--- src/rtl/fp_cvt_pkg.sv ---
`default_nettype none
// ============================================================================
// Module   : fp_cvt_pkg
// Brief    : Shared constants and rounding helper for the FP conversion units.
// Revision : 1.0
// ============================================================================
package fp_cvt_pkg;

    localparam logic [2:0] RM_RNE = 3'd0;
    localparam logic [2:0] RM_RTZ = 3'd1;
    localparam logic [2:0] RM_RDN = 3'd2;
    localparam logic [2:0] RM_RUP = 3'd3;
    localparam logic [2:0] RM_RMM = 3'd4;

    localparam int DP_EXP_W = 11;
    localparam int DP_MAN_W = 52;
    localparam int SP_EXP_W = 8;
    localparam int SP_MAN_W = 23;

    localparam int DP_BIAS = 1023;
    localparam int SP_BIAS = 127;

    localparam int FFLAG_NX = 0;
    localparam int FFLAG_UF = 1;
    localparam int FFLAG_OF = 2;
    localparam int FFLAG_DZ = 3;
    localparam int FFLAG_NV = 4;

    localparam logic [31:0] NAN_BOX = 32'hFFFF_FFFF;

    // Magnitude increment decision; unknown modes fall back to RNE.
    function automatic logic round_up(input logic [2:0] rm, input logic sign,
                                      input logic lsb, input logic guard,
                                      input logic sticky);
        case (rm)
            RM_RTZ:  round_up = 1'b0;
            RM_RDN:  round_up = sign & (guard | sticky);
            RM_RUP:  round_up = ~sign & (guard | sticky);
            RM_RMM:  round_up = guard;
            default: round_up = guard & (sticky | lsb);
        endcase
    endfunction

endpackage
`default_nettype wire

--- src/rtl/fp_lzc.sv ---
`default_nettype none
// ============================================================================
// Module   : fp_lzc
// Brief    : Parameterised leading-zero counter with all-zero flag.
// Revision : 1.0
// ============================================================================
module fp_lzc #(
    parameter int WIDTH = 64
) (
    input  logic [WIDTH-1:0]         i_data,
    output logic [$clog2(WIDTH)-1:0] o_count,
    output logic                     o_zero
);
    localparam int CNT_W = $clog2(WIDTH);

    // Ascending scan: the highest set bit is the last one to write the count.
    always_comb begin
        o_count = '0;
        for (int i = 0; i < WIDTH; i++) begin
            if (i_data[i]) begin
                o_count = CNT_W'(WIDTH - 1 - i);
            end
        end
    end

    assign o_zero = ~|i_data;

endmodule
`default_nettype wire

--- src/rtl/fp_cvt_i2f_pipe.sv ---
`default_nettype none
// ============================================================================
// Module   : fp_cvt_i2f_pipe
// Brief    : 3-stage integer-to-float converter (fcvt.{s,d}.{w,wu,l,lu}).
//            Optional FP_CVT_FLUSH_EN adds a pipeline flush input.
// Revision : 1.0
// ============================================================================
module fp_cvt_i2f_pipe
    import fp_cvt_pkg::*;
#(
    parameter int XLEN  = 64,
    parameter int TAG_W = 5
) (
    input  logic             clk,
    input  logic             rst_n,
`ifdef FP_CVT_FLUSH_EN
    input  logic             i_flush,
`endif
    input  logic             i_in_valid,
    output logic             o_in_ready,
    input  logic [XLEN-1:0]  i_int_in,
    input  logic             i_is_signed,
    input  logic             i_src_64,
    input  logic             i_dst_dp,
    input  logic [2:0]       i_rm,
    input  logic [TAG_W-1:0] i_tag_in,
    output logic             o_out_valid,
    input  logic             i_out_ready,
    output logic [63:0]      o_result,
    output logic [4:0]       o_fflags,
    output logic [TAG_W-1:0] o_tag_out
);
    logic w_stall, w_flush;
    logic [63:0] w_ext, w_sext, w_mag;
    logic w_src64, w_sign;

    logic             r1_valid, r1_sign, r1_dp;
    logic [63:0]      r1_mag;
    logic [2:0]       r1_rm;
    logic [TAG_W-1:0] r1_tag;

    logic             r2_valid, r2_sign, r2_dp, r2_zero;
    logic [63:0]      r2_norm;
    logic [10:0]      r2_exp;
    logic [2:0]       r2_rm;
    logic [TAG_W-1:0] r2_tag;

    logic             r3_valid;
    logic [63:0]      r3_result;
    logic [4:0]       r3_fflags;
    logic [TAG_W-1:0] r3_tag;

`ifdef FP_CVT_FLUSH_EN
    assign w_flush = i_flush;
`else
    assign w_flush = 1'b0;
`endif

    assign w_stall     = r3_valid & ~i_out_ready;
    assign o_in_ready  = ~w_stall & ~w_flush;
    assign o_out_valid = r3_valid;
    assign o_result    = r3_result;
    assign o_fflags    = r3_fflags;
    assign o_tag_out   = r3_tag;

    generate
        if (XLEN == 64) begin : g_xlen64
            assign w_ext   = i_int_in;
            assign w_src64 = i_src_64;
        end else begin : g_xlen32
            logic w_unused_src;
            assign w_ext        = {32'd0, i_int_in};
            assign w_src64      = 1'b0;
            assign w_unused_src = i_src_64;
        end
    endgenerate

    // S1: sign-extend a 32-bit source so one 64-bit negate covers both widths.
    assign w_sext = w_src64 ? w_ext : {{32{i_is_signed & w_ext[31]}}, w_ext[31:0]};
    assign w_sign = i_is_signed & w_sext[63];
    assign w_mag  = w_sign ? (~w_sext + 64'd1) : w_sext;

    // S2: normalise so the leading one lands on bit 63.
    logic [5:0]  w_lzc;
    logic        w_zero;
    logic [63:0] w_norm;
    logic [10:0] w_bias, w_exp;

    fp_lzc #(.WIDTH(64)) u_lzc (
        .i_data  (r1_mag),
        .o_count (w_lzc),
        .o_zero  (w_zero)
    );

    assign w_norm = r1_mag << w_lzc;
    assign w_bias = r1_dp ? 11'(DP_BIAS) : 11'(SP_BIAS);
    assign w_exp  = w_bias + 11'd63 - {5'd0, w_lzc};

    // S3: keep 53 (double) or 24 (single) bits; a carry-out means 2.0 -> exp+1.
    logic [53:0] w_keep, w_sum;
    logic        w_guard, w_sticky, w_up, w_carry, w_nx;
    logic [10:0] w_exp_f;
    logic [63:0] w_res;
    logic [4:0]  w_flags;
    logic        w_unused_hidden;

    assign w_keep   = r2_dp ? {1'b0, r2_norm[63:11]} : {30'd0, r2_norm[63:40]};
    assign w_guard  = r2_dp ? r2_norm[10] : r2_norm[39];
    assign w_sticky = r2_dp ? |r2_norm[9:0] : |r2_norm[38:0];
    assign w_up     = round_up(r2_rm, r2_sign, w_keep[0], w_guard, w_sticky);
    assign w_sum    = w_keep + {53'd0, w_up};
    assign w_carry  = r2_dp ? w_sum[53] : w_sum[24];
    assign w_exp_f  = r2_zero ? 11'd0 : (r2_exp + {10'd0, w_carry});
    assign w_nx     = w_guard | w_sticky;
    assign w_unused_hidden = w_sum[52];

    assign w_res = r2_dp ? {r2_sign, w_exp_f[DP_EXP_W-1:0], w_sum[DP_MAN_W-1:0]}
                         : {NAN_BOX, r2_sign, w_exp_f[SP_EXP_W-1:0], w_sum[SP_MAN_W-1:0]};

    always_comb begin
        w_flags           = '0;
        w_flags[FFLAG_NX] = w_nx;
    end

    always_ff @(posedge clk or negedge rst_n) begin
        if (!rst_n) begin
            r1_valid  <= 1'b0; r1_sign <= 1'b0; r1_dp <= 1'b0;
            r1_mag    <= '0;   r1_rm   <= '0;   r1_tag <= '0;
            r2_valid  <= 1'b0; r2_sign <= 1'b0; r2_dp <= 1'b0; r2_zero <= 1'b0;
            r2_norm   <= '0;   r2_exp  <= '0;   r2_rm <= '0;   r2_tag <= '0;
            r3_valid  <= 1'b0;
            r3_result <= '0;   r3_fflags <= '0; r3_tag <= '0;
        end else begin
            if (w_flush) begin
                r1_valid <= 1'b0;
                r2_valid <= 1'b0;
                r3_valid <= 1'b0;
            end else if (!w_stall) begin
                r1_valid <= i_in_valid;
                r2_valid <= r1_valid;
                r3_valid <= r2_valid;
            end
            if (!w_stall) begin
                r1_sign   <= w_sign;
                r1_mag    <= w_mag;
                r1_dp     <= i_dst_dp;
                r1_rm     <= i_rm;
                r1_tag    <= i_tag_in;
                r2_sign   <= r1_sign;
                r2_norm   <= w_norm;
                r2_exp    <= w_exp;
                r2_zero   <= w_zero;
                r2_dp     <= r1_dp;
                r2_rm     <= r1_rm;
                r2_tag    <= r1_tag;
                r3_result <= w_res;
                r3_fflags <= w_flags;
                r3_tag    <= r2_tag;
            end
        end
    end

endmodule
`default_nettype wire

--- config.mk ---
export PLATFORM = sky130hd
export DESIGN_NAME = fp_cvt_i2f_pipe
export DESIGN_NICKNAME = d
export VERILOG_FILES = /design/src/rtl/fp_cvt_pkg.sv /design/src/rtl/fp_lzc.sv /design/src/rtl/fp_cvt_i2f_pipe.sv
export SDC_FILE = /design/constraint.sdc
export NUM_CORES = 1
export LEC_CHECK = 0
export BUFFER_PORTS_ARGS = -buffer_cell sky130_fd_sc_hd__buf_2
export CAP_MARGIN = 20
export CELL_PAD_IN_SITES_DETAIL_PLACEMENT = 1
export CELL_PAD_IN_SITES_GLOBAL_PLACEMENT = 1
export CORE_AREA = 2 2 196 198
export DETAILED_ROUTE_END_ITERATION = 8
export DIE_AREA = 0 0 198 200
export PLACE_DENSITY = 0.82
export SYNTH_ARGS = -nofsm -noshare
export SYNTH_HDL_FRONTEND = slang
export SYNTH_HIERARCHICAL = 1
export SYNTH_SLANG_ARGS = --single-unit
--- constraint.sdc ---
create_clock -name clk -period 12.5 [get_ports clk]
set_input_delay 1.875 -clock clk [delete_from_list [all_inputs] [get_ports clk]]
set_output_delay 1.875 -clock clk [all_outputs]
set_load 0.03 [all_outputs]
# [After elaboration in Yosys (flattened, before gate mapping)]
# Cells that the tools add are included.
# Widths: inputs -> output; s select.
[totals] regBits=233 elab_cells=118 output_inout_bits=76
[classes] muxes=74 reduce_logical=4 add_sub_neg=5 n_eq_ne=4 shift=1 n_bitwise=12
[op_table] operator="$mux 6" n=64
[op_table] operator="$mux 64" n=3
[op_table] operator="$add 64x1->64 const B" n=1
[op_table] operator="$not 64->64" n=1
[op_table] operator="$reduce_or 64->1" n=1
[op_table] operator="$shl 64x6->64" n=1
[op_table] operator="$add 53x1->54" n=1
[op_table] operator="$mux 53" n=1
[op_table] operator="$reduce_or 39->1" n=1
[op_table] operator="$add 10x6->11 const B" n=1
[op_table] operator="$add 11x1->11" n=1
[op_table] operator="$mux 11" n=1
[op_table] operator="$sub 11x6->11" n=1
[op_table] operator="$mux 10" n=1
[op_table] operator="$reduce_or 10->1" n=1
[op_table] operator="$and 1x1->1" n=6
[op_table] operator="$eq 3x2->1 const B" n=2
[op_table] operator="$pmux 1 s4" n=1
[op_table] operator="$eq 3x1->1 const B" n=1
[op_table] operator="$eq 3x3->1 const B" n=1
[op_table] operator="$mux 1" n=3
[op_table] operator="$not 1->1" n=3
[op_table] operator="$or 1x1->1" n=2
[op_table] operator="$logic_not 1->1" n=1

# [Depth between registers and ports, before layout]
# Gate-level depths: netlist of run 1.
[depth] word_depth=65 mapped_depth=23

# [Hierarchy]
# Netlist of run 1, hierarchy kept.
[modules_own_cells] module="fp_cvt_i2f_pipe" n_inst=1 area_per_inst_um2=15886.5 seq_area_each_um2=5830.6 cells_each=1811
[modules_own_cells] module="fp_lzc" n_inst=1 area_per_inst_um2=784.5 seq_area_each_um2=0.0 cells_each=146

# [Least setup slack after synthesis of run 1]
# Ideal clock, no wire load.
[synth_path] path_type="input port to output port" from="input i_out_ready" to="output o_in_ready" setup_slack_ps=7678 stages=5 arrival_ps=2947 required_ps=10625 path_cell_list="nor2b_1 > clkbuf_1 > inv_2 > clkbuf_1 > buf_1"
[synth_between] elab_chain_cells=3
[synth_rtl] element="start, declared" line="fp_cvt_i2f_pipe.sv:28" source="input logic i_out_ready,"
[synth_rtl] element="$not 1->1" line="fp_cvt_i2f_pipe.sv:59" source="assign w_stall = r3_valid & ~i_out_ready;"
[synth_rtl] element="$and 1x1->1" line="fp_cvt_i2f_pipe.sv:59"
[synth_rtl] element="$not 1->1" line="fp_cvt_i2f_pipe.sv:60" source="assign o_in_ready = ~w_stall & ~w_flush;"
[synth_rtl] element="end, declared" line="fp_cvt_i2f_pipe.sv:20" source="output logic o_in_ready,"
# Every way passes these cells.

# [Worst setup path in the final report of run 1]
[layout_path] from="register r2_dp" to="register r3_result[28], in the netlist o_result[28]"
[layout_between] elab_chain_cells=9 word_cells_on_any_way=14 classes_between="add/sub (2); mux (7); bitwise (5)"
[layout_rtl] element="start, declared" line="fp_cvt_i2f_pipe.sv:42" source="logic r2_valid, r2_sign, r2_dp, r2_zero;"
[layout_rtl] element="start signal, assigned" line="fp_cvt_i2f_pipe.sv:153" source="r2_dp <= r1_dp;"
[layout_rtl] element="$mux 1, or another cell as far along" line="fp_cvt_i2f_pipe.sv:109" source="assign w_sticky = r2_dp ? |r2_norm[9:0] : |r2_norm[38:0];"
[layout_rtl] element="$or 1x1->1, on equally long branches" line="fp_cvt_pkg.sv:40, fp_cvt_pkg.sv:37, fp_cvt_pkg.sv:38"
[layout_rtl] element="$and 1x1->1, on equally long branches" line="fp_cvt_pkg.sv:40, fp_cvt_pkg.sv:37, fp_cvt_pkg.sv:38"
[layout_rtl] element="$pmux 1 s4" line="fp_cvt_pkg.sv:35" source="case (rm)"
[layout_rtl] element="$add 53x1->54" line="fp_cvt_i2f_pipe.sv:111" source="assign w_sum = w_keep + {53'd0, w_up};"
[layout_rtl] element="$mux 1" line="fp_cvt_i2f_pipe.sv:112" source="assign w_carry = r2_dp ? w_sum[53] : w_sum[24];"
[layout_rtl] element="$add 11x1->11" line="fp_cvt_i2f_pipe.sv:113" source="assign w_exp_f = r2_zero ? 11'd0 : (r2_exp + {10'd0, w_carry});"
[layout_rtl] element="$mux 11" line="fp_cvt_i2f_pipe.sv:113"
[layout_rtl] element="$mux 64 (*)" line="fp_cvt_i2f_pipe.sv:117" source="assign w_res = r2_dp ? {r2_sign, w_exp_f[DP_EXP_W-1:0], w_sum[DP_MAN_W-1:0]}"
[layout_rtl] element="end signal, assigned" line="fp_cvt_i2f_pipe.sv:156" source="r3_result <= w_res;"
[layout_rtl] element="end, declared" line="fp_cvt_i2f_pipe.sv:49" source="logic [63:0] r3_result;"
# Every way passes the cells marked *; elsewhere a longest branch is shown, timed or not.
# A chain may end at the register's enable or synchronous reset.

==> metrics, run 1 <==
run status=finished clean; CP endpoint=o_result[28]; Antenna Nets Post-Route=0; Initial Utilization=between 40 and 50%; # diodes=0; Post-synth EDFFs=0; worst skew pair latency=0.58 ns; flop and latch count out of synthesis=233; distinct cell type count after synthesis=76; most used cell, CP=a21oi_1; Synth Instances=1957; startpoint types=register; flop-to-flop setup slack=6.80 ns; via count of the first global-routing pass=16750; Crit Path Category=register to register; GR Util All Layers=approximately 30%; initial antenna violation count=0; worst rel slew slack=roughly 28%; WL/cell=23.4 um; nets=around 2100; Final Hold Viols=0; Root Driver=clkbuf_16; CP cell instances=buf_4 -> mux2i_1 -> a311oi_1 -> o211ai_1 -> a21oi_1 -> ha_1 -> a21boi_1 -> nand3_1 -> nor4_1 -> a21oi_1 -> nor3_1 -> ha_1 -> and3_1 -> xnor2_1 -> o31ai_1 -> a21oi_1 -> o31ai_1; Worst R2R Start=r2_dp; # setup viols final=0; max frequency=between 150 and 200 MHz; Critical Path AT=6.19 ns; Fin Setup TNS=0 ns; sequential area share after synthesis=35.0%; min cycle time layout=5.70 ns; Worst Hold Class=register to register; drt total wl=59.8 mm; CTS tree=done; Worst Path Required=12.99 ns; Area Overhead vs Synth=12.1%; DIE WIDTH=198 um; RSZ-0062 raised after global routing=no; top-area cell type share of the netlist area=between 30% and 40%; worst clock skew=0.0178 ns; TritonRoute pass-1 iters=5; Worst VDD drop=0.146 mV; Port Buffers=150; layout cells sized above 1=15.7%; Post-DP HPWL=43.6 mm; initial DRC count=1223; Slew Viols, Final=0; Final Instance Count excl. Fillers=2557; vias per inst=6.37; DIE AREA=0.0396 mm2; CP max stage cell=dfrtp_2; synth top area cells=dfrtp_1, mux4_2, nand2_1, a21oi_1, o21ai_0; Top-Level Pins=around 160; Final GP Congestion=0.969; RR Endpoint=o_result[28]; Core Footprint=0.0374 mm2; PwrDens=256 mW/mm2; Clock Sinks=~230; Yosys top cell by area=dfrtp_1; Final Cycle Share=45.6%; Maximum Capacitance Violations=0; placed cell count=2503; largest net degree at the start of global routing=120; Syn. warnings=6; Via Count=16285; clock tree buffer depth=3; Cell Area, Synth=about 0.017 mm2; first-pass GRT wire length=roughly 95 mm; CP startpoint=r2_dp; CTS resizes=0; FFs w/ async S/R, synth=100%; GR Overflow Total=0; CTS buffer count=27; DRC=0; Mean Syn Cell Area=8.52 um2; Worst-path clk slew=0.06 ns; Primary FF master, synth=dfrtp_1; Leak Pwr=7.63 nW; cts hold-fix bufs=0; height of the die=200 um; R2R cell count=17; worst-path maximum fanout=52; worst-margin pin slew=1.08 ns; Post CTS Setup Buffer Count=0; Largest stage delay, worst path=0.72 ns; Std-Cell Rows=71; CP Capture Type=register; H-tree depth=1
[layout by cell type, fill, tap and decap left out, types with 27 or more instances in the layout]
master     netlist  routed
o21ai_0        137     137
nor4_1          47      47
nand2_1        311     311
mux4_2          58      58
nand3_1         41      41
a21oi_1        155     154
clkbuf_16        0      27
mux2i_1         66      66
buf_2           10     150
dfrtp_1        233     232
nor3_1          46      45
xnor2_1         52      52
inv_1           38      38
xor2_1          59      59
nor2_1         179     178
[routing by layer]
| layer | vias to the layer above | global-route usage, % | wire length [um] |
|---|---|---|---|
| li1 | 7333 | - | - |
| met1 | 8123 | 39.7 | 24600 |
| met2 | 650 | 50.9 | 28700 |
| met3 | 179 | 2.92 | 3530 |
| met4 | 0 | 15.0 | 2960 |
| met5 | - | 0 | 0 |
[stage by stage]
stage                     power (mW)  setup slack (ns)  area, um2  hold WS [ns]  utilization, %
after floorplan                 3.06              7.68      16700         0.430               -
after CTS                       4.73              6.89      18600         0.464            49.8
final                           4.77              6.80      18700         0.464            50.0
after detailed placement        3.92              6.95      17800         0.454            47.5
after global routing            5.05              6.30      18700         0.496            50.0
after global placement          3.83              7.29      17800         0.445            47.5
[Yosys cell counts, types with 7 or more instances]
| cell type | instances |
|---|---|
| mux2i_1 | 66 |
| o221ai_1 | 24 |
| a221oi_1 | 10 |
| o41ai_1 | 9 |
| o31ai_1 | 17 |
| nand2b_1 | 7 |
| o21a_1 | 8 |
| buf_1 | 24 |
| nand3_1 | 41 |
| o211ai_1 | 19 |
| a22oi_1 | 19 |
| a22o_1 | 17 |
| nand2_1 | 311 |
| clkbuf_1 | 103 |
| o21ai_0 | 137 |
| a21o_1 | 7 |
| mux4_2 | 58 |
| a31oi_1 | 22 |
| o22ai_1 | 14 |
| nor3_1 | 46 |
| and2_1 | 7 |
| inv_1 | 38 |
| a211oi_1 | 13 |
| a21oi_1 | 155 |
| xor2_1 | 59 |
| or4_1 | 13 |
| ha_1 | 11 |
| nor2_1 | 179 |
| nand3b_1 | 14 |
| buf_2 | 10 |
| nand4_1 | 20 |
| mux2_2 | 23 |
| dfrtp_1 | 233 |
| nor2b_1 | 9 |
| and3_1 | 15 |
| xnor2_1 | 52 |
| nor4_1 | 47 |
[flip-flops by register name (all words and copies together), names as in the netlist, 3 cells and up]
name,cells
r1_mag,64
r1_tag,5
r2_tag,5
r1_rm,3
r2_exp,11
r2_rm,3
r2_norm,64
o_result,64
o_tag_out,5
[critical path: cells and delay by family, from the launching register on]
| kind | cells | cell delay, ns |
|---|---|---|
| DFF | 1 | 0.72 |
| muxes | 1 | 0.21 |
| buffers and inverters | 1 | 0.57 |
| and+or+nand+nor | 4 | 1.77 |
| AOI/OAI and AO/OA | 8 | 1.70 |
| xor gates and xnor gates | 1 | 0.13 |
| adders and majority gates | 2 | 0.47 |
[how the worst min path moves through the flow]
stage	from	end	slack, ns	cells past startpoint
detailed placement	o_tag_out[0]	o_tag_out[0]	0.45	2
global placement	r2_valid	r2_valid	0.45	2
global route	r1_tag[0]	r1_tag[0]	0.50	2
CTS	r2_valid	o_out_valid	0.46	1
floorplan	r2_valid	r2_valid	0.43	2
finish	r2_valid	o_out_valid	0.46	1
[cells by family (layout without fill, tap and decap cells)]
group,Yosys count,after routing,share of synthesized area (%)
buf+inv,183,269,4.29
mux,147,147,13.4
fa+ha+maj,12,12,0.946
compound gates,536,536,20.4
xor+xnor,111,111,5.83
simple gates,734,734,20.1
other cells,1,4,0.0225
flops,233,233,35.0
[final cells by class]
| class | count | area (um2) |
|---|---|---|
| sequential | 233 | 5830 |
| clock inverter | 10 | 101 |
| tap | 511 | 639 |
| clock buffer | 40 | 774 |
| fill | 4485 | 18700 |
| timing repair buffer | 177 | 981 |
| inverter | 42 | 160 |
| multi-input combinational | 1544 | 10200 |
[report_power, final]
part	leakage [nW]	internal, mW	switching (mW)
sequential	2.76	1.06	0.461
combinational	4.44	0.932	1.54
clock	0.422	0.452	0.335
total	7.63	2.44	2.33
Power figures use the tool's default switching activity.
==> run 2, diff against run 1 <==
- clock period: 12.5 -> 5.4 ns (I/O delays scaled with it)
==> run 2 against run 1 <==
Compared with the run above: fmax up 16%; power up 140%; cell count increased by 0.55%; via count up 0.68%; die area is the same; clock-buffer cell count down 4.
==> metrics, run 2 (same netlist as run 1, synthesis figures left out) <==
run status=finished clean; startpoint types=register; PwrDens=601 mW/mm2 (+140%); Crit Path Category=register to register; Antenna Nets Post-Route=0 (unchanged); Worst Path Required=5.83 ns (-7.16 ns); TritonRoute pass-1 iters=7 (+2); max frequency=203 MHz (+16%); Post CTS Setup Buffer Count=0 (unchanged); layout cells sized above 1=16.6% (+0.82 points); Initial Utilization=44.6% (unchanged); drt total wl=62.0 mm (+3.8%); worst rel slew slack=28.9% (+0.98 points); Fin Setup TNS=0 ns (unchanged); Clock Sinks=233 (unchanged); Tot Pwr=11.4 mW (+140%); initial antenna violation count=1 (+1); Worst VDD drop=0.313 mV (+110%); worst-margin pin slew=1.06 ns (-0.0244 ns); most frequent cells in the layout=nand2_1, dfrtp_1, nor2_1; worst skew pair latency=0.58 ns (about the same); CTS tree=done; Maximum Capacitance Violations=0 (unchanged); Top-Level Pins=155 (unchanged); Via Count=16396 (+0.68%); via count of the first global-routing pass=16778 (+0.17%); Core Footprint=0.0374 mm2 (unchanged); met2 WL=30.0 mm (+4.7%); min cycle time layout=4.92 ns (-0.784 ns); fin util=50.5% (+0.57 points); Final Hold Viols=0 (unchanged); DRC=0 (unchanged); RSZ-0062 raised after global routing=no; DIE WIDTH=198 um (unchanged); # setup viols final=0 (unchanged); Worst-path clk slew=0.06 ns (about the same); Root Driver=clkbuf_16; H-tree depth=1 (unchanged); vias per inst=6.38 (+0.13%); largest net degree at the start of global routing=130 (+8.3%); R2R cell count=18 (+1); # diodes=0 (unchanged); GR Overflow Total=0 (unchanged); worst-path maximum fanout=26 (-50%); DIE AREA=0.0396 mm2 (unchanged); M1 WL=25.3 mm (+2.7%); Worst Hold Class=input port to asynchronous set/reset pin; GR Util All Layers=31.3% (+0.95 points); Std-Cell Rows=71 (unchanged); worst clock skew=0.0130 ns (-0.00485 ns); met3 wire length=3.50 mm (-0.79%); Final GP Congestion=1.01 (+4.5%); Filler Cell Count=4448 (-0.82%); Critical Path AT=5.35 ns (-0.84 ns); Area Overhead vs Synth=13.3%; CTS buffer count=27 (unchanged); Post-DP HPWL=45.5 mm (+4.4%); top routing layer in use=met4; WL/cell=24.1 um (+3.2%); Slew Viols, Final=0 (unchanged); CP Capture Type=register; Final Cycle Share=91.1% (+45 points); height of the die=200 um (unchanged); initial DRC count=1511 (+24%); Port Buffers=150 (unchanged); most common cell after layout, fill and taps aside=nand2_1; first-pass GRT wire length=97.2 mm (+2.7%); Leak Pwr=7.76 nW (+1.7%); clock tree buffer depth=3 (unchanged); nets=2130 (+0.66%)
## run 2: path summary, 6_finish.rpt
path,end,from,slack [ns]
worst min-delay path,r2_norm[0],rst_n,0.37
worst max-delay path,o_result[30],r2_dp,0.48
worst min register to register,r2_tag[1],r2_tag[1],0.46
min in group clk,r1_tag[1],i_tag_in[1],0.43
max in group asynchronous,r1_tag[2],rst_n,3.88
worst max register to register,o_result[30],r2_dp,0.48
## run 2: cell type report
type / instances / area, um2 / share of cell area (%)
clock inverter: 14 / 216 / 1.15
timing repair buffer: 191 / 1090 / 5.76
inverter: 42 / 160 / 0.848
clock buffer: 36 / 759 / 4.02
tap: 511 / 639 / 3.38
multi-input combinational: 1544 / 10200 / 54.0
sequential: 233 / 5830 / 30.9
## run 2: stage by stage
step / worst slack, ns / std cells / cell area, um2 / hold WS [ns]
after floorplan: 0.722 / 1960 / 16700 / 0.430
after global placement: 0.818 / 2520 / 17900 / 0.442
after detailed placement: 0.555 / 2520 / 17900 / 0.456
after CTS: 0.516 / 2570 / 18900 / 0.401
after global routing: 0.0914 / 2571 / 18900 / 0.436
final: 0.482 / 2571 / 18900 / 0.371
## run 2: critical path: stages, from the launching register on
cell and delay [ns]:
dfrtp_2 0.59, inv_1 0.21, o21ai_0 0.23, a311oi_1 0.33
o211ai_1 0.12, a21oi_1 0.17, ha_1 0.19, a21boi_1 0.56
nand3_1 0.20, nor4_1 0.55, a21oi_1 0.15, nor3_1 0.30
ha_1 0.29, and3_1 0.17, and3_1 0.20, xnor2_1 0.15
nor2_1 0.08, a22oi_1 0.17, o21ai_0 0.11
## run 2: what timing repair did
item,4_1_cts,5_1_grt
endpoints found under the setup margin,0,2
resized for setup,0,1
hold buffers,0,0
endpoints found under the hold margin,0,0
## run 2: report_power, final
| part | internal (mW) | switching, mW | leakage, nW |
|---|---|---|---|
| sequential | 2.45 | 1.04 | 2.76 |
| combinational | 2.18 | 3.66 | 4.51 |
| clock | 1.23 | 0.795 | 0.482 |
## run 2: layer usage
layer,global-route usage (%),up-vias
met5,0,-
met4,15.7,0
met3,4.03,188
met2,53.0,629
met1,39.7,8234
li1,-,7345
==> run 3, diff against run 2 <==
- CTS_BUF_LIST: unset -> sky130_fd_sc_hd__clkbuf_4
==> run 3 against run 2 <==
Compared with the run above: clock skew rose by 0.065 ns; power fell by 3.5%; wire length fell by 0.66%; utilization fell by 0.44 points; die area did not move; clock power fell by 18%; combinational power barely moved; fmax fell by 0.67%; clock-buffer cell count rose by 53; sequential share of layout area rose by 0.27 points; largest power group unchanged; sequential cell count did not move.
==> metrics, run 3 (same netlist as run 1, synthesis figures left out) <==
initial DRC count=1327 (-12%); Post-DP HPWL=45.5 mm (unchanged); CP max stage cell=dfrtp_2; worst rel slew slack=32.3% (+3.4 points); Initial Utilization=44.6% (unchanged); DIE AREA=0.0396 mm2 (unchanged); run status=finished clean; Fin Setup TNS=0 ns (unchanged); Via Count=16629 (+1.4%); Top-Level Pins=155 (unchanged); CTS tree=done; Antenna Nets Post-Route=0 (unchanged); via count of the first global-routing pass=16973 (+1.2%); flop-to-flop setup slack=0.45 ns (-0.03 ns); Slew Viols, Final=0 (unchanged); # setup viols final=0 (unchanged); Worst-path clk slew=0.07 ns (about the same); Clock Sinks=233 (unchanged); Final GP Congestion=1.01 (unchanged); R2R cell count=18 (unchanged); min cycle time layout=4.95 ns (+0.0330 ns); max frequency=202 MHz (-0.67%); drt total wl=61.6 mm (-0.66%); WL/cell=23.4 um (-2.8%); first-pass GRT wire length=96.3 mm (-0.88%); RSZ-0062 raised after global routing=no; Root Driver=clkbuf_4; CTS resizes=0 (unchanged); most common cell after layout, fill and taps aside=nand2_1; DRC=0 (unchanged); PwrDens=585 mW/mm2 (-2.7%); Crit Path Category=register to register; Critical Path AT=5.58 ns (+0.23 ns); CP startpoint=r2_dp; Crit path depth=18 (unchanged); Final Cycle Share=91.7% (+0.61 points); worst-path maximum fanout=26 (unchanged); Crit path max-delay family=compound AO/OA/AOI/OAI gates; initial antenna violation count=3 (+2); H-tree depth=3 (+2); Largest stage delay, worst path=0.60 ns (about the same); CP endpoint=o_result[30]; nets=2170 (+1.9%); Worst Hold Class=input port to asynchronous set/reset pin; Post CTS Setup Buffer Count=0 (unchanged); Worst R2R Start=r2_dp; clock tree buffer depth=3 (unchanged); DIE WIDTH=198 um (unchanged); worst-margin pin slew=1.02 ns (-0.0408 ns); Core Footprint=0.0374 mm2 (unchanged); Worst Path Required=6.03 ns (+0.20 ns); CP cell instances=inv_1 -> o21ai_0 -> a311oi_1 -> o211ai_1 -> a21oi_1 -> ha_1 -> a21boi_1 -> nand3_1 -> nor4_1 -> a21oi_1 -> nor3_1 -> ha_1 -> and3_1 -> and3_1 -> xnor2_1 -> nor2_1 -> a22oi_1 -> o21ai_0; most frequent cells in the layout=nand2_1, dfrtp_1, nor2_1; TritonRoute pass-1 iters=5 (-2); layout cells sized above 1=18.5% (+2.0 points); cts hold-fix bufs=0 (unchanged); Leak Pwr=7.74 nW (-0.19%); GR Util All Layers=31.4% (about the same); Area Overhead vs Synth=12.4%; Buf+Inv Stages, Crit Path=1 (unchanged); vias per inst=6.33 (-0.82%); Worst VDD drop=0.174 mV (-44%); height of the die=200 um (unchanged); GR Overflow Total=0 (unchanged); Maximum Capacitance Violations=0 (unchanged); RR Endpoint=o_result[30]; Port Buffers=150 (unchanged); Final Hold Viols=0 (unchanged); CTS buffer count=67 (+150%); worst skew pair latency=0.80 ns (+0.22 ns); placed cell count=2520 (unchanged); worst clock skew=0.0784 ns (+0.0654 ns); largest net degree at the start of global routing=130 (unchanged); Std-Cell Rows=71 (unchanged); CP Capture Type=register; Final Instance Count excl. Fillers=2629 (+2.3%); startpoint types=register
==> run 3: cell types whose count changed in the layout (fill, tap and decap cells not counted), moves of 2 or more <==
cell       before  now
bufinv_16       5    2
clkbuf_1        4    0
clkbuf_16      27    0
clkbuf_4        0   89
clkbuf_8        5    0
clkinv_1        1    9
clkinv_2        6    1
clkinv_4        0    2
diode_2         0    3
==> run 3: cell type report <==
cell class,count,area [um2]
clock inverters,16,136
repair buffers,191,1090
inverters,42,160
fillers,4516,18700
well taps,511,639
multi-input cells,1544,10200
diodes,3,7.51
clock buffers,89,668
flip-flops and latches,233,5830
==> run 3: per-layer routing <==
layer	wire length [um]	vias up	track usage (%)
met3	3620	185	5.58
li1	-	7472	-
met2	29800	693	52.0
met4	2990	2	16.9
met1	25200	8277	39.2
met5	18	-	0
==> run 3: worst min-delay path by stage <==
stage / end / from
after global routing: r1_rm[1] / i_rm[1]
after CTS: o_result[22] / rst_n
after detailed placement: r2_tag[0] / r2_tag[0]
after floorplan: r2_valid / r2_valid
after global placement: r2_valid / r2_valid
final: r2_norm[0] / rst_n
==> run 3: stage by stage <==
step                utilization (%)  hold slack, ns  setup slack, ns  power (mW)  area, um2
global route                   50.1           0.168           0.0452        11.6      18700
global placement               47.9           0.442            0.818        8.96      17900
CTS                            50.0           0.178            0.510        10.9      18700
detailed placement             47.9           0.456            0.555        9.18      17900
floorplan                         -           0.430            0.722        7.08      16700
finish                         50.1           0.165            0.449        11.0      18700
==> run 3: power by group <==
| part | internal [mW] | switching, mW | total (mW) | leakage, nW |
|---|---|---|---|---|
| Combinational | 2.18 | 3.64 | 5.81 | 4.51 |
| Sequential | 2.45 | 1.03 | 3.48 | 2.76 |
| Clock | 0.858 | 0.802 | 1.66 | 0.467 |
| Total | 5.48 | 5.47 | 11.0 | 7.74 |
